--- src/rtl/switch_debounce.sv ---
// ----------------------------------------------------------------------------
// switch_debounce
//
// Per-switch two-flop synchronizer and debouncer for the board push-buttons.
// Each channel drives a clean active-low level toward the interrupt pulse
// stage. It also emits one-cycle press/release strobes and a registered OR of
// the press strobes.
//
// Optional build macro:
//   DEBOUNCE_AUTOREPEAT_EN - while a switch stays pressed, press_pulse
//                            re-fires every REPEAT_CYCLES cycles.
//
// Ports:
//   clock          system clock, rising edge
//   reset          asynchronous, active-high reset
//   sw_raw         raw switch pins, active-low (0 = pressed), asynchronous
//   sw_db          debounced level, same polarity as sw_raw
//   press_pulse    one-cycle strobe per accepted 1->0 transition
//   release_pulse  one-cycle strobe per accepted 0->1 transition
//   any_press      OR of press_pulse, asserted in the same cycle
// ----------------------------------------------------------------------------
module switch_debounce #(
  parameter int unsigned NUM_SW          = 2,
  parameter int unsigned DEBOUNCE_CYCLES = 100000,
  parameter int unsigned REPEAT_CYCLES   = 25000000
) (
  input  logic              clock,
  input  logic              reset,
  input  logic [NUM_SW-1:0] sw_raw,
  output logic [NUM_SW-1:0] sw_db,
  output logic [NUM_SW-1:0] press_pulse,
  output logic [NUM_SW-1:0] release_pulse,
  output logic              any_press
);

  localparam int unsigned DW = $clog2(DEBOUNCE_CYCLES);
  localparam int unsigned RW = $clog2(REPEAT_CYCLES);
  localparam int unsigned CW = (DW > RW) ? DW : RW;

  localparam logic [CW-1:0] CNT_ONE  = CW'(1);
  localparam logic [CW-1:0] CNT_LAST = CW'(DEBOUNCE_CYCLES - 1);

  localparam logic [0:0] ST_STABLE   = 1'b0;
  localparam logic [0:0] ST_COUNTING = 1'b1;

  logic [NUM_SW-1:0] s0;
  logic [NUM_SW-1:0] s1;
  logic [NUM_SW-1:0] state;
  logic [NUM_SW-1:0] state_nxt;
  logic [NUM_SW-1:0] db_nxt;
  logic [NUM_SW-1:0] press_nxt;
  logic [NUM_SW-1:0] release_nxt;
  logic [CW-1:0]     cnt     [NUM_SW];
  logic [CW-1:0]     cnt_nxt [NUM_SW];

`ifdef DEBOUNCE_AUTOREPEAT_EN
  localparam logic [CW-1:0] RPT_LAST = CW'(REPEAT_CYCLES - 1);

  logic [CW-1:0] rcnt     [NUM_SW];
  logic [CW-1:0] rcnt_nxt [NUM_SW];
`endif

  // Qualification FSM, evaluated for all channels in parallel.
  always_comb begin
    state_nxt   = state;
    db_nxt      = sw_db;
    press_nxt   = '0;
    release_nxt = '0;
    for (int unsigned i = 0; i < NUM_SW; i++) begin
      cnt_nxt[i] = cnt[i];
      case (state[i])
        ST_STABLE: begin
          if (s1[i] != sw_db[i]) begin
            state_nxt[i] = ST_COUNTING;
            cnt_nxt[i]   = CNT_ONE;
          end else begin
            cnt_nxt[i]   = '0;
          end
        end
        default: begin
          if (s1[i] == sw_db[i]) begin
            // Bounce: the input came back before qualifying.
            state_nxt[i] = ST_STABLE;
            cnt_nxt[i]   = '0;
          end else if (cnt[i] == CNT_LAST) begin
            db_nxt[i]      = s1[i];
            press_nxt[i]   = ~s1[i];
            release_nxt[i] = s1[i];
            state_nxt[i]   = ST_STABLE;
            cnt_nxt[i]     = '0;
          end else begin
            cnt_nxt[i]     = cnt[i] + CNT_ONE;
          end
        end
      endcase
    end

`ifdef DEBOUNCE_AUTOREPEAT_EN
    // The repeat counter restarts on the initial press commit and is held at
    // zero while released. A release commit forces db_nxt high, so a repeat
    // strobe can never coincide with a release strobe.
    for (int unsigned i = 0; i < NUM_SW; i++) begin
      if (db_nxt[i] || press_nxt[i]) begin
        rcnt_nxt[i] = '0;
      end else if (rcnt[i] == RPT_LAST) begin
        rcnt_nxt[i]  = '0;
        press_nxt[i] = 1'b1;
      end else begin
        rcnt_nxt[i]  = rcnt[i] + CNT_ONE;
      end
    end
`endif
  end

  always_ff @(posedge clock or posedge reset) begin
    if (reset) begin
      s0            <= '1;
      s1            <= '1;
      sw_db         <= '1;
      state         <= {NUM_SW{ST_STABLE}};
      press_pulse   <= '0;
      release_pulse <= '0;
      any_press     <= 1'b0;
      for (int unsigned i = 0; i < NUM_SW; i++) begin
        cnt[i] <= '0;
      end
    end else begin
      s0            <= sw_raw;
      s1            <= s0;
      sw_db         <= db_nxt;
      state         <= state_nxt;
      press_pulse   <= press_nxt;
      release_pulse <= release_nxt;
      any_press     <= |press_nxt;
      for (int unsigned i = 0; i < NUM_SW; i++) begin
        cnt[i] <= cnt_nxt[i];
      end
    end
  end

`ifdef DEBOUNCE_AUTOREPEAT_EN
  always_ff @(posedge clock or posedge reset) begin
    if (reset) begin
      for (int unsigned i = 0; i < NUM_SW; i++) begin
        rcnt[i] <= '0;
      end
    end else begin
      for (int unsigned i = 0; i < NUM_SW; i++) begin
        rcnt[i] <= rcnt_nxt[i];
      end
    end
  end
`endif

endmodule

--- config.mk ---
export PLATFORM = sky130hd
export DESIGN_NAME = switch_debounce
export DESIGN_NICKNAME = d
export VERILOG_FILES = /design/src/rtl/switch_debounce.sv
export SDC_FILE = /design/constraint.sdc
export NUM_CORES = 1
export LEC_CHECK = 0
export CORE_ASPECT_RATIO = 0.9
export CORE_UTILIZATION = 60
export CTS_BUF_LIST = sky130_fd_sc_hd__clkbuf_16
export DETAILED_ROUTE_END_ITERATION = 12
export PLACE_DENSITY = 0.85
export SYNTH_ARGS = -nofsm -noshare
export SYNTH_HDL_FRONTEND = slang
export SYNTH_SLANG_ARGS = --single-unit
--- constraint.sdc ---
create_clock -name clock -period 2.96 [get_ports clock]
set_clock_uncertainty 0.2 [all_clocks]
set_input_delay 0.444 -clock clock [delete_from_list [all_inputs] [get_ports clock]]
set_output_delay 0.444 -clock clock [all_outputs]
set_load 0.05 [all_outputs]
==> flow_summary.yaml <==
floorplanning:
  dieArea_sq_um: 5360
  core_area_sq_um: 4860
  pin_count: 11
  rows: 24
  start_util: 0.626
  die_w_microns: 77.1
  die_y_microns: 69.6
logic_synthesis:
  yosysUniqueCellTypes: 34
  synth_top_area_cell: "dfrtp_1"
  synth-seq-area-share: 0.520
  synth_edf_count: 0
  synth_seq_cells: 63
  synth_nets: 315
  yosys_warnings: 0
  ys.flop_type: "dfrtp_1"
  synthTopCellsByArea: "dfrtp_1 (47%), xnor2_1 (6.0%), dfstp_2 (5.2%)"
  synth_cells: 309
  yosysTopAreaCellShare: 0.469
  synth_area_per_cell_sq_um: 9.85
  syn-cell-area_sq_um: 3040
  async_reset_ff_frac: 1.00
placed_design:
  place.gp.congestion: 0.820
  place_area_sq_um: 3220
  dp.cells: 378
  dp_hpwl_microns: 4130
  portBuffers: 10
layout:
  diodes: 0
  area_growth_pct: 16.3
  stdcell_count: 394
  most-common-layout-cells: "dfrtp_1 (57), nor2_1 (35), xnor2_1 (21), a21oi_1 (21), nand2_1 (19)"
  drive_above_1_share: 0.122
  design_area_sq_um: 3540
  fin_nets: 330
  final_common_cell: "dfrtp_1"
detailed_routing:
  wirelength_microns: 6550
  drt-wirelength-per-cell_microns: 16.6
  vias_per_cell: 6.16
  dr.pass1.iters: 4
  drt-initial-drc-count: 156
  num_vias: 2428
  drc: 0
  postRouteAntennaNets: 0
grt:
  antenna_found_initial: 0
  grt_pass1_wl_microns: 11400
  grt_pass1_vias: 2367
  grt_max_degree: 40
  grt_usage: 0.278
  grt-ovfl-total: 0
sta:
  setup_tns_ns: 0
  finalCritPeriodShare: 0.837
  worst_pin_slew_ns: 0.600
  setup_viol: 0
  min_period_ns: 2.48
  rsz0062_at_grt: "no"
  finalHoldViolCount: 0
  max_freq_mhz: 403
  drv_slew: 0
  slew_headroom: 0.596
setup_path:
  cp-startpoint: "cnt[0]"
  rr_startpoint: "cnt[0]"
  cp.required_ns: 3.01
  cp_max_fo: 10
  cp-end-kind: "flip-flop"
  r2r_slack_ns: 0.48
  critPathKind: "flip-flop to flip-flop"
  start_kind: "flip-flop"
  arrival_ns: 2.53
power:
  vdd_ir_drop_max_uv: 487
  power.density_nw_per_um2: 580
  leakage_nw: 1.37
  power.total_mw: 2.05
clock_tree:
  clock_latency_ns: 0.33
  clock_path_buffers: 2
  cts_buffers: 9
  cts_resized: 0
  clkTransAtPathRegs_ns: 0.05
  clkSinkCount: 63
  clockRootBuffer: "clkbuf_16"
  ctsHtreeMaxLevel: 3
  cts_tree: "built"
  post_cts_buffers: 0
  hold_buffers: 0
run_status:
  status: "complete, no violations"
job:
  cap_violations: 0
min_path:
  min_path_type: "flip-flop to flip-flop"
  min-delay-start: "s0[0]"
-- synth_stat cells (9+ instances only) --
master	instances
nor4_1	14
or3_1	14
or4_1	9
nor3_1	11
o21ai_0	12
nand2_1	19
inv_1	15
dfrtp_1	57
nand3_1	12
xnor2_1	21
nor2_1	35
a21oi_1	21
nand4_1	11
-- power breakdown --
group	internal (mW)	total [mW]	switching [mW]	leakage, nW
logic	0.0154	0.0514	0.0360	0.364
clock network	0.737	1.12	0.385	0.152
registers	0.872	0.879	0.00722	0.850
-- worst paths after layout --
check | endpoint | cells after the start
min in group asynchronous | release_pulse[1] | 2
min | s1[0] | 0
min reg2reg | s1[0] | 0
max | cnt[24] | 5
max reg2reg | cnt[24] | 5
max in group asynchronous | cnt[19] | 3
-- layout make-up --
type | instances | area (sq um)
Clock inverter | 7 | 97.6
Tap cell | 65 | 81.3
Multi-Input combinational cell | 222 | 1360
Inverter | 15 | 56.3
Sequential cell | 63 | 1580
Timing Repair Buffer | 13 | 135
Clock buffer | 9 | 225
Fill cell | 345 | 1320
-- stage by stage --
stage	hold WS, ns	worst slack, ns	utilization
finish	0.155	0.481	0.728
floorplan	0.145	0.706	-
detailed placement	0.149	0.540	0.662
global placement	0.146	0.610	0.662
global route	0.158	0.399	0.728
CTS	0.157	0.499	0.728
-- worst max-delay path, cell delays in order (launching register included) --
cell and delay [ns]:
dfrtp_1 0.39, ha_1 0.25, nand4_2 0.18, or4_1 0.71, or4_1 0.52, a21oi_1 0.16
-- cell families (layout without fill, tap and decap cells) --
| group | after synthesis | after routing | synth area share |
|---|---|---|---|
| simple gates | 144 | 144 | 0.264 |
| flops | 63 | 63 | 0.520 |
| compound gates | 45 | 45 | 0.0838 |
| xor+xnor | 29 | 29 | 0.0834 |
| buf+inv | 24 | 44 | 0.0325 |
| fa+ha+maj | 2 | 2 | 0.00822 |
| mux | 2 | 2 | 0.00740 |
-- state kept, by name, indices dropped and copies added (netlist names) --
signal and count:
any_press 1, cnt 50, press_pulse 2, release_pulse 2, s0 2, s1 2
state 2, sw_db 2
-- per-layer routing --
layer | track usage | part of all wire | vias to the layer above | routed length (microns)
li1 | - | - | 1151 | -
met1 | 0.379 | 0.45 | 1195 | 2920
met2 | 0.428 | 0.49 | 71 | 3210
met3 | 0.0829 | 0.050 | 11 | 325
met4 | 0.0922 | 0.014 | 0 | 92
met5 | 0 | 0 | - | 0
Note: power is estimated with default switching activity, not from simulation.
